`config.mk`:
```
export PLATFORM = sky130hd
export DESIGN_NAME = jtag_ap_dr_ctrl
export DESIGN_NICKNAME = d
export VERILOG_FILES = /design/src/rtl/jtag_ap_dr_ctrl.sv
export SDC_FILE = /design/constraint.sdc
export NUM_CORES = 1
export LEC_CHECK = 0
export BUFFER_PORTS_ARGS = -buffer_cell sky130_fd_sc_hd__buf_2
export CAP_MARGIN = 5
export CORE_ASPECT_RATIO = 0.5
export CORE_MARGIN = 2
export CORE_UTILIZATION = 54
export CTS_CLUSTER_DIAMETER = 50
export DETAILED_ROUTE_END_ITERATION = 8
export HOLD_SLACK_MARGIN = 0.15
export PLACE_DENSITY = 0.85
export SETUP_SLACK_MARGIN = 0.15
export SYNTH_ARGS = -nofsm -noshare
export SYNTH_HDL_FRONTEND = slang
export SYNTH_SLANG_ARGS = --single-unit
export TNS_END_PERCENT = 1
```
`constraint.sdc`:
```
create_clock -name CLK -period 1.9 [get_ports CLK]
set_input_delay 0 -clock CLK [delete_from_list [all_inputs] [get_ports CLK]]
set_output_delay 0 -clock CLK [all_outputs]
set_load 0.05 [all_outputs]
```
`src/rtl/jtag_ap_dr_ctrl.sv`:
```
`default_nettype none
`timescale 1ns / 1ps
// +--------------------------------------------------------------------------+
// | jtag_ap_dr_ctrl: TCK-side data register that feeds the AHB-AP command     |
// | FIFO on Update-DR and collects read responses on Capture-DR.              |
// | Revision: 1.0                                                            |
// +--------------------------------------------------------------------------+
module jtag_ap_dr_ctrl #(
  parameter int CMD_W  = 41,
  parameter int DATA_W = 32,
  parameter int CNT_W  = 4
) (
  input  logic              CLK,
  input  logic              nRST,
  input  logic              dr_select,
  input  logic              capture_dr,
  input  logic              shift_dr,
  input  logic              update_dr,
  input  logic              tdi,
  output logic              tdo,
  input  logic              wfull,
  output logic              winc,
  output logic [CMD_W-1:0]  wdata_fifo1,
  input  logic              rempty,
  output logic              rinc,
  input  logic [DATA_W-1:0] rdata_fifo2,
  output logic [CNT_W-1:0]  pending,
  output logic              overflow
);

  localparam int PAD_W = CMD_W - DATA_W - CNT_W - 2;

  typedef enum logic [1:0] {
    CMD_NOP   = 2'b00,
    CMD_SADDR = 2'b01,
    CMD_READ  = 2'b10,
    CMD_WRITE = 2'b11
  } cmd_e;

  logic [CMD_W-1:0] shreg_q, shreg_d;
  logic [CMD_W-1:0] wdata_q, wdata_d;
  logic             winc_q, winc_d;
  logic             rinc_q, rinc_d;
  logic [CNT_W-1:0] pending_q, pending_d;
  logic             overflow_q, overflow_d;

  logic do_update, do_capture, do_shift;
  cmd_e cmd;

  // Update wins over a simultaneous (illegal) capture.
  assign do_update  = update_dr & dr_select;
  assign do_capture = capture_dr & dr_select & ~update_dr;
  assign do_shift   = shift_dr & dr_select & ~do_capture;
  assign cmd        = cmd_e'(shreg_q[CMD_W-1 -: 2]);

  always_comb begin
    shreg_d    = shreg_q;
    wdata_d    = wdata_q;
    winc_d     = 1'b0;
    rinc_d     = 1'b0;
    pending_d  = pending_q;
    overflow_d = overflow_q;

    if (do_update) begin
      if (cmd != CMD_NOP) begin
        if (wfull || (cmd == CMD_READ && pending_q == {CNT_W{1'b1}})) begin
          overflow_d = 1'b1;
        end else begin
          winc_d  = 1'b1;
          wdata_d = shreg_q;
          if (cmd == CMD_READ) begin
            pending_d = pending_q + 1'b1;
          end
        end
      end
    end else if (do_capture) begin
      // Status fields reflect the values before this capture's own update.
      if (!rempty) begin
        shreg_d = {1'b1, overflow_q, {PAD_W{1'b0}}, pending_q, rdata_fifo2};
        rinc_d  = 1'b1;
        if (pending_q != '0) begin
          pending_d = pending_q - 1'b1;
        end
      end else begin
        shreg_d = {1'b0, overflow_q, {PAD_W{1'b0}}, pending_q, {DATA_W{1'b0}}};
      end
      overflow_d = 1'b0;
    end

    if (do_shift) begin
      shreg_d = {tdi, shreg_q[CMD_W-1:1]};
    end
  end

  always_ff @(posedge CLK or negedge nRST) begin
    if (!nRST) begin
      shreg_q    <= '0;
      wdata_q    <= '0;
      winc_q     <= 1'b0;
      rinc_q     <= 1'b0;
      pending_q  <= '0;
      overflow_q <= 1'b0;
    end else begin
      shreg_q    <= shreg_d;
      wdata_q    <= wdata_d;
      winc_q     <= winc_d;
      rinc_q     <= rinc_d;
      pending_q  <= pending_d;
      overflow_q <= overflow_d;
    end
  end

  assign tdo         = shreg_q[0];
  assign winc        = winc_q;
  assign wdata_fifo1 = wdata_q;
  assign rinc        = rinc_q;
  assign pending     = pending_q;
  assign overflow    = overflow_q;

endmodule
`default_nettype wire

```
; ---- Yosys cells after proc, flatten, opt, wreduce, memory -nomap -nowiden
; Index checks and enable logic that the tools add are counted.
[classes]
add_sub_neg = 2
multipliers = 0
div = 0
order_cmp = 0
eq_ne = 8
shifts = 0
mux = 21
n_bitwise = 8
n_reduce_logical = 11
[ops]
columns = cell, n
row1 = two-way mux 41 bit, 4
row2 = two-way mux 4 bit, 7
row3 = two-way mux 1 bit, 10
row4 = != test 2 x 1 -> 1 bit (second input constant), 5
row5 = nonzero test 2 bit, 4
row6 = AND reduction 3 bit, 2
row7 = AND reduction 6 bit, 1
row8 = bitwise AND 1 bit, 5
row9 = adder 4 x 1 -> 4 bit (second input constant), 1
row10 = == test 4 bit (second input constant), 1
row11 = nonzero test 4 bit, 1
row12 = subtractor 4 x 1 -> 4 bit (second input constant), 1
row13 = NOT 1 bit, 3
row14 = == test 2 bit (second input constant), 1
row15 = != test 2 bit (second input constant), 1
row16 = AND reduction 2 bit, 1
row17 = logical AND 1 bit, 1
row18 = logical OR 1 bit, 1
[totals]
reg_bits = 89
latch_bits = 0
ram_bits = 0
romBits = 0
output_inout_bits = 49
wordCells = 56
mem_count = 0

; ---- Longest topological paths before layout
; Gate-level depths: netlist (run 1).
[depth]
ltp_word = 6
mapped_depth = 7
mapped_depth_nobuf = 5

; ---- Worst setup path before layout (run 1)
; OpenSTA, ideal clock, no wires.
[synth_timing]
path_kind = reg-to-reg
from = register pending_q[1] (netlist: pending[1])
to = register pending_q[3] (netlist: pending[3])
arrival_time_ns = 1.668
required_ns = 1.762
setup_slack_ns = 0.094
stages_incl_launch_ff = 5
path_buffers = 0
cell_sequence = dfrtp_1 ha_1 a21o_2 a21oi_1 mux4_2
[synth_between]
elab_chain_len = 5
word_cells_on_any_way = 16
[synth_rtl]
columns = element, line_no
row1 = "start, declared", 44  ; logic [CNT_W-1:0] pending_q, pending_d;
row2 = "start signal, assigned", 108  ; pending_q <= pending_d;
row3 = "subtractor 4 x 1 -> 4 bit, or another cell as far along", 82  ; pending_d = pending_q - 1'b1;
row4 = "two-way mux 4 bit, or another cell as far along", 81  ; if (pending_q != '0) begin
row5 = "two-way mux 4 bit, or another cell as far along", 78  ; if (!rempty) begin
row6 = "two-way mux 4 bit, or another cell as far along", 76  ; end else if (do_capture) begin
row7 = two-way mux 4 bit or AND reduction 6 bit (tied branches), n/a
; Several ways; a longest one is shown, not always the timed one. The select of a mux whose other input is x is not followed.
; A chain may end at the register's enable or synchronous reset.

; ---- Final worst setup path (run 1)
[layout_timing]
from = register pending_q[0] (netlist: pending[0])
to = register wdata_q[5] (netlist: wdata_fifo1[5])
[layout_between]
elab_chain_len = 5
[layout_rtl]
columns = element, line_no
row1 = == test 4 bit, 66  ; if (wfull || (cmd == CMD_READ && pending_q == {CNT_W{1'b1}})) begin
row2 = logical AND 1 bit, 66
row3 = logical OR 1 bit, 66
row4 = NOT 1 bit (no line), n/a
row5 = AND reduction 3 bit (no line), n/a
row6 = "end signal, assigned", 105  ; wdata_q <= wdata_d;
row7 = "end, declared", 41  ; logic [CMD_W-1:0] wdata_q, wdata_d;
; No other way between the ends.

==> key figures, run 1 <==
Power and ir drop
  • Sw frac: 42.03%
  • Internal Power: about 4500 uW
  • Max VDD drop: between 0.6 and 0.7 mV
  • Power Density: around 1500 nW/um^2
  • Clock network power share: between 20% and 30%
  • Comb pwr share: approximately two fifths
  • Switching power: roughly 3300 uW
  • Sequential group share of total power: just under 40%
  • Leakage power: ~0.0026 uW

Route
  • Max Used Layer: met4
  • Post-Route M1 WL: between 3 and 4 mm
  • DR pass1 iterations: 4
  • DR vias/cell: 5.594
  • Drt total wl: 9.201 mm
  • Routed wl met2: between 4 and 5 mm
  • Antenna viol nets, final: 0
  • Metal3 WL: around 520 um
  • DR WL/cell: between 15 and 20 um
  • Vias: about 3000
  • Initial DRC Count: 230
  • Residual DRC count: 0

Finish
  • Layout Utilization: ~70%
  • N_diodes: 0
  • Reg area: between 2000 and 2500 um^2
  • Filler Cells Inserted: approximately 470
  • Final nets: 480
  • Area of the multi-input gates: 1632 um^2
  • Share of cells above drive strength 1: 36.73%
  • P&R area growth vs syn: 30.93%

Global routing
  • Pin count of the biggest net entering global routing: 48
  • Global-route wire length before repair: ~15 mm
  • Total GRT Usage: 24.26%
  • Vias in the first global route: just over 3000
  • Gr ovfl total: 0
  • Antenna violations before repair: 0

Placement
  • Post-DP HPWL: 5.645 mm
  • Port buffer count: 89
  • Dpl ws: ~0.25 ns
  • GP Congestion: 0.8468

Die
  • I/O pin cnt: 90
  • Row count: 22
  • Die Y-Extent: between 60 and 70 um
  • Die ar.: around 8100 um^2
  • Core ar.: 7239 um^2
  • Starting Density: between 50 and 60%
  • Die Wd: about 130 um

STA
  • Rel. slew slack: between 50% and 60%
  • Tcrit/Tclk final: 89.20%
  • Tmin final: between 1.5 and 2 ns
  • Unrepaired setup endpoints after global routing: true
  • Endpoints failing setup: 0
  • Final Hold Violating Endpoints: 0
  • Slew Viols, Final: 0
  • Fin Clk Skew: roughly 0.0071 ns
  • Max Clk Rate: 590.0 MHz
  • Setup slack after layout: between 0.2 and 0.25 ns
  • Setup TNS: 0 ns
  • Worst Tran Pin Value: just over 0.6 ns

Setup path
  • WP data arrival: 1.91 ns
  • Cells along the critical path: nand4_2 -> a21oi_2 -> nor2_4 -> buf_4 -> mux2_2
  • Slowest cell delay on critical path: between 0.4 and 0.5 ns
  • Worst Path Max Fanout: 17
  • CP required: ~2.1 ns
  • R2r setup slk: roughly 0.21 ns
  • CP endpoint: wdata_fifo1[5]$_DFFE_PN0P_
  • Crit end category: flip-flop
  • Setup Crit Path Kind: reg2reg
  • Slowest CP cell: dfrtp_1
  • Setup crit start kind: flip-flop
  • Reg2reg start: pending[0]$_DFFE_PN0P_
  • Worst reg2reg path endpoint: wdata_fifo1[5]$_DFFE_PN0P_
  • R2r worst-path depth: 5
  • Setup crit start: pending[0]$_DFFE_PN0P_

Synthesis
  • Register area share after synthesis: a little under three fifths
  • Mapped Nets: approximately 350
  • Mapped Cells: between 300 and 400
  • #FFs+latches synth: just under 90
  • Unique masters post-synth: 30
  • Synth warnings: 0
  • Syn avg cell area: roughly 13 um^2
  • Post-Syn Area: roughly 4000 um^2

Clocking
  • CTS max path bufs: 2
  • Clk Latency, worst-skew pair: around 0.34 ns
  • TritonCTS clock tree: yes
  • Reg clk slew, reported paths: approximately 0.060 ns
  • Setup bufs post-CTS: 0
  • Root buffer cell: clkbuf_16
  • Htree depth: 3
  • Total CTS buffers: 9
  • Clock Sinks: between 80 and 90

Flow run
  • Max Cap Viol: 0

Hold path
  • Worst min-delay path category: in2async

Run status
  • Run status: finished, final reports clean
Yosys cell counts:
cell       n  area [um^2]
dfrtp_1   89         2227
o21ai_0   39        195.2
mux2i_1   38        380.4
mux2_2    37        416.7
nand3b_1  33        247.7
nand2_1   17        63.81
buf_2      8        40.04
clkbuf_1   8        30.03
a21oi_1    4        20.02
buf_6      4        45.04
mux2_4     4        60.06
nand3_1    4        20.02
nor2_1     3        11.26
a21o_2     2        17.52
and3b_1    2        17.52
ha_1       2        25.02
xor2_1     2        17.52
a21oi_2    1        8.760
clkbuf_8   1        13.76
fa_1       1        20.02
inv_1      1        3.750
mux4_2     1        22.52
nand2b_1   1        6.260
nand3b_4   1        20.02
nand4_2    1        12.51
nor2_2     1        6.260
nor3_1     1        5.000
nor3b_2    1        12.51
nor4_1     1        6.260
o31ai_1    1        7.510
worst min-delay path by stage:
stage	startpoint	endpoint	slack, ns	cells past startpoint
after CTS	nRST	wdata_fifo1[34]$_DFFE_PN0P_	0.22	2
after detailed placement	nRST	wdata_fifo1[34]$_DFFE_PN0P_	0.05	1
after global routing	nRST	wdata_fifo1[31]$_DFFE_PN0P_	0.27	2
after global placement	nRST	wdata_fifo1[33]$_DFFE_PN0P_	0.03	1
after floorplan	nRST	overflow$_DFFE_PN0P_	-0.30	0
final	nRST	wdata_fifo1[31]$_DFFE_PN0P_	0.21	2
per-layer routing:
layer	GRT usage [%]	vias up
met1	29.43	1484
met2	41.03	121
met3	5.698	37
met4	13.19	0
met5	0	-
li1	-	1362
through the flow:
step | cells | total power, uW | instance area [um^2] | hold WS [ns]
floorplan | 309 | 5116 | 3981 | -0.2956
global placement | 481 | 5785 | 4514 | 0.03203
detailed placement | 481 | 5904 | 4514 | 0.05350
CTS | 537 | 7750 | 5206 | 0.2250
global route | 537 | 8063 | 5211 | 0.2733
finish | 537 | 7734 | 5211 | 0.2106
area by class of cell:
class | instances | area share [%]
clock buffers | 14 | 4.874
clock inverters | 2 | 0.7203
inverters | 1 | 0.07203
multi-input cells | 198 | 31.31
flip-flops and latches | 89 | 42.76
well taps | 96 | 2.305
repair buffers | 137 | 17.96
kinds of logic after synthesis:
family | count (synthesis) | synth area share (%)
adders and majority gates | 3 | 1.132
xor gates and xnor gates | 2 | 0.4402
buffers and inverters | 22 | 3.332
muxes | 80 | 22.10
DFF | 89 | 55.96
and+or+nand+nor | 66 | 10.78
AOI/OAI and AO/OA | 47 | 6.256
registers in the layout, summed over array words and instances (netlist names):
| signal | flops |
|---|---|
| shreg_q | 41 |
| winc | 1 |
| rinc | 1 |
| overflow | 1 |
| pending | 4 |
| wdata_fifo1 | 41 |
worst max-delay path: cells and delay by family (launching register included):
kind / cells / cell delay, ns
simple gates: 2 / 0.33
flops: 1 / 0.48
buf+inv: 1 / 0.29
mux: 1 / 0.38
compound gates: 1 / 0.09
power by group through the flow:
stage | Sequential (uW) | Clock, uW | Combinational, uW
final | 2980 | 1760 | 2990
after detailed placement | 2990 | 0 | 2910
after floorplan | 4330 | 0 | 785
after CTS | 2970 | 1790 | 2990
after global routing | 3060 | 1850 | 3150
after global placement | 2940 | 0 | 2840
cell usage in the layout, fill, tap and decap left out:
| cell | synthesis | layout |
|---|---|---|
| a21oi_1 | 4 | 4 |
| a21oi_2 | 1 | 1 |
| buf_12 | 0 | 2 |
| mux2i_1 | 38 | 38 |
| buf_2 | 8 | 87 |
| and3b_1 | 2 | 1 |
| dfrtp_2 | 0 | 1 |
| nand3b_1 | 33 | 33 |
| dlygate4sd3_1 | 0 | 40 |
| nand2_1 | 17 | 15 |
| mux4_2 | 1 | 1 |
| nand2_2 | 0 | 2 |
| nor2_4 | 0 | 1 |
| xor2_1 | 2 | 2 |
| clkbuf_16 | 0 | 9 |
| nand4_2 | 1 | 1 |
| o31ai_1 | 1 | 1 |
| mux2_4 | 4 | 4 |
| a21o_2 | 2 | 2 |
| o21ai_0 | 39 | 39 |
| and3b_2 | 0 | 1 |
| ha_1 | 2 | 2 |
| fa_1 | 1 | 1 |
| nor3b_2 | 1 | 1 |
| mux2_2 | 37 | 37 |
| clkbuf_8 | 1 | 1 |
| bufinv_16 | 0 | 1 |
| dfrtp_1 | 89 | 88 |
| nor2_1 | 3 | 3 |
| clkinvlp_4 | 0 | 1 |
| inv_1 | 1 | 1 |
| nand3_1 | 4 | 4 |
| nand3b_4 | 1 | 1 |
| clkbuf_1 | 8 | 4 |
| nor3_1 | 1 | 1 |
| clkbuf_4 | 0 | 1 |
| buf_4 | 0 | 7 |
| nand2b_1 | 1 | 1 |
| nor4_1 | 1 | 1 |
repair_timing:
action | CTS | global route
endpoints found under the setup margin | 0 | 2
hold buffers | 40 | 0
resized for setup | 0 | 2
endpoints found under the hold margin | 129 | 0
Power figures use the tool's default switching activity.
==> inputs of run 2 (changes only) <==
- GPL_TIMING_DRIVEN: not set -> 1
- RECOVER_POWER: not set -> 100
- REMOVE_ABC_BUFFERS: not set -> 1
==> key figures, run 2 (same netlist as run 1, synthesis figures left out) <==
Clocking
  • TritonCTS clock tree: yes (unchanged)
  • Setup bufs post-CTS: 0 (unchanged)
  • Clock Sinks: 89 (unchanged)
  • Total CTS buffers: 9 (unchanged)
  • CTS max path bufs: 2 (unchanged)
  • Root buffer cell: clkbuf_16 (unchanged)
  • Htree depth: 3 (unchanged)
  • Reg clk slew, reported paths: 0.06 ns (about the same)
  • Clk Latency, worst-skew pair: 0.33 ns (was 0.34 ns)

Placement
  • GP Congestion: 0.8212 (was 0.8468)
  • Post-DP HPWL: 5.215 mm (was 5.645 mm)
  • Dpl ws: 0.2625 ns (was 0.2491 ns)
  • Port buffer count: 89 (unchanged)

Die
  • Die Wd: 125.4 um (unchanged)
  • Core ar.: 7239 um^2 (unchanged)
  • Die Y-Extent: 64.71 um (unchanged)
  • Starting Density: 54.98% (unchanged)
  • Die ar.: 8115 um^2 (unchanged)
  • Row count: 22 (unchanged)
  • I/O pin cnt: 90 (unchanged)

Global routing
  • Pin count of the biggest net entering global routing: 79 (was 48)
  • Vias in the first global route: 3070 (was 3096)
  • Antenna violations before repair: 0 (unchanged)
  • Global-route wire length before repair: 15.86 mm (was 15.21 mm)
  • Total GRT Usage: 25.45% (was 24.26%)
  • Gr ovfl total: 0 (unchanged)

Route
  • DR pass1 iterations: 4 (unchanged)
  • Antenna viol nets, final: 0 (unchanged)
  • Drt total wl: 9.982 mm (was 9.201 mm)
  • DR WL/cell: 18.69 um (was 17.13 um)
  • Vias: 3014 (was 3004)
  • Initial DRC Count: 296 (was 230)
  • DR vias/cell: 5.644 (was 5.594)
  • Residual DRC count: 0 (unchanged)

Power and ir drop
  • Leakage power: 0.002437 uW (was 0.002646 uW)
  • Power Density: 1494 nW/um^2 (was 1484 nW/um^2)
  • Max VDD drop: 0.7460 mV (was 0.6621 mV)
  • Design Power: 7637 uW (was 7734 uW)

STA
  • Setup slack after layout: 0.1638 ns (was 0.2052 ns)
  • Final Hold Violating Endpoints: 0 (unchanged)
  • Tcrit/Tclk final: 91.38% (was 89.20%)
  • Worst Tran Pin Value: 1.058 ns (was 0.6194 ns)
  • Rel. slew slack: 29.49% (was 58.70%)
  • Unrepaired setup endpoints after global routing: true (unchanged)
  • Hold_ws: 0.2736 ns (was 0.2106 ns)
  • Fin Clk Skew: 0.005191 ns (was 0.007116 ns)
  • Max Clk Rate: 576.0 MHz (was 590.0 MHz)
  • Endpoints failing setup: 0 (unchanged)
  • Slew Viols, Final: 0 (unchanged)
  • Tmin final: 1.736 ns (was 1.695 ns)

Flow run
  • Max Cap Viol: 0 (unchanged)

Run status
  • Run status: finished, final reports clean (unchanged)

Finish
  • Most common cell after layout, fill and taps aside: dfrtp_1 (unchanged)
  • P&R area growth vs syn: 28.42% (was 30.93%)
  • Final nets: 477 (was 480)
  • N_diodes: 0 (unchanged)
  • Filler Cells Inserted: 455 (was 473)
  • Share of cells above drive strength 1: 24.20% (was 36.73%)
  • Most frequent cells in the layout: dfrtp_1 (88), clkbuf_1 (50), dlygate4sd3_1 (40), o21ai_0 (39) (was dfrtp_1 (88), buf_2 (87), dlygate4sd3_1 (40), o21ai_0 (39), mux2i_1 (38))

Hold path
  • Worst min-delay path category: in2reg (was in2async)

Setup path
  • Setup Crit Path Kind: in2reg (was reg2reg)
  • WP data arrival: 1.93 ns (was 1.91 ns)
  • Worst reg2reg path endpoint: wdata_fifo1[11]$_DFFE_PN0P_ (was wdata_fifo1[5]$_DFFE_PN0P_)
  • R2r worst-path depth: 5 (unchanged)
  • Crit end category: flip-flop (unchanged)
  • CP endpoint: pending[3]$_DFFE_PN0P_ (was wdata_fifo1[5]$_DFFE_PN0P_)
  • Reg2reg start: pending[1]$_DFFE_PN0P_ (was pending[0]$_DFFE_PN0P_)
  • Worst Path Max Fanout: 9 (was 17)
  • Setup crit start: dr_select (was pending[0]$_DFFE_PN0P_)
  • R2r setup slk: 0.19 ns (was 0.21 ns)
  • Setup crit start kind: primary input (was flip-flop)
  • CP required: 2.09 ns (was 2.12 ns)
run 2: cell count changes in the layout (fill, tap and decap cells not counted), sizes merged:
cell and change:
buf -56, clkbuf +49, clkinv +1, clkinvlp +3
run 2: worst min-delay path by stage:
stage	startpoint	to	slack, ns	cells after the start
2_1_floorplan	nRST	overflow$_DFFE_PN0P_	-0.30	0
3_3_place_gp	nRST	wdata_fifo1[30]$_DFFE_PN0P_	0.02	1
6_report	rempty	shreg_q[31]$_DFFE_PN0P_	0.27	3
3_5_place_dp	nRST	shreg_q[29]$_DFFE_PN0P_	0.03	1
5_1_grt	rempty	shreg_q[14]$_DFFE_PN0P_	0.32	3
4_1_cts	nRST	shreg_q[30]$_DFFE_PN0P_	0.22	2
run 2: repair_timing:
item                       4_1_cts  5_1_grt
setup endpoints to repair        0       10
hold endpoints to repair       126        0
resized for setup                0        4
hold buffers                    40        0
run 2: worst max-delay path, cell delays in order:
cell,delay (ns)
dlygate4sd3_1,0.54
clkbuf_4,0.22
nand2_1,0.15
ha_1,0.31
a21o_2,0.23
a21oi_2,0.16
mux4_2,0.32
run 2: stage by stage:
stage / util (%) / instance area [um^2] / instances / setup TNS, ns
after floorplan: - / 3851 / 288 / -26.58
after global placement: 62.37 / 4516 / 478 / 0
after detailed placement: 62.37 / 4516 / 478 / 0
after CTS: 72.02 / 5214 / 534 / 0
after global routing: 70.60 / 5111 / 534 / 0
final: 70.60 / 5111 / 534 / 0
run 2: per-layer routing:
layer	up-vias	part of all wire (%)	track usage [%]
li1	1353	-	-
met1	1547	39	29.57
met2	87	54	45.45
met3	27	4.4	6.606
met4	0	2.5	11.25
met5	-	0	0
run 2: where the power goes:
group	switching [uW]	internal, uW
Clock	729	1020
Sequential	496	2500
Combinational	2110	775
Total	3340	4300
run 2: cell type report:
cell class	instances	area, um^2	share of cell area, %
flip-flops and latches	89	2228	43.60
multi-input cells	198	1614	31.58
inverters	1	3.754	0.07344
well taps	96	120.1	2.350
clock buffers	10	229.0	4.480
repair buffers	134	847.1	16.57
clock inverters	6	68.82	1.346
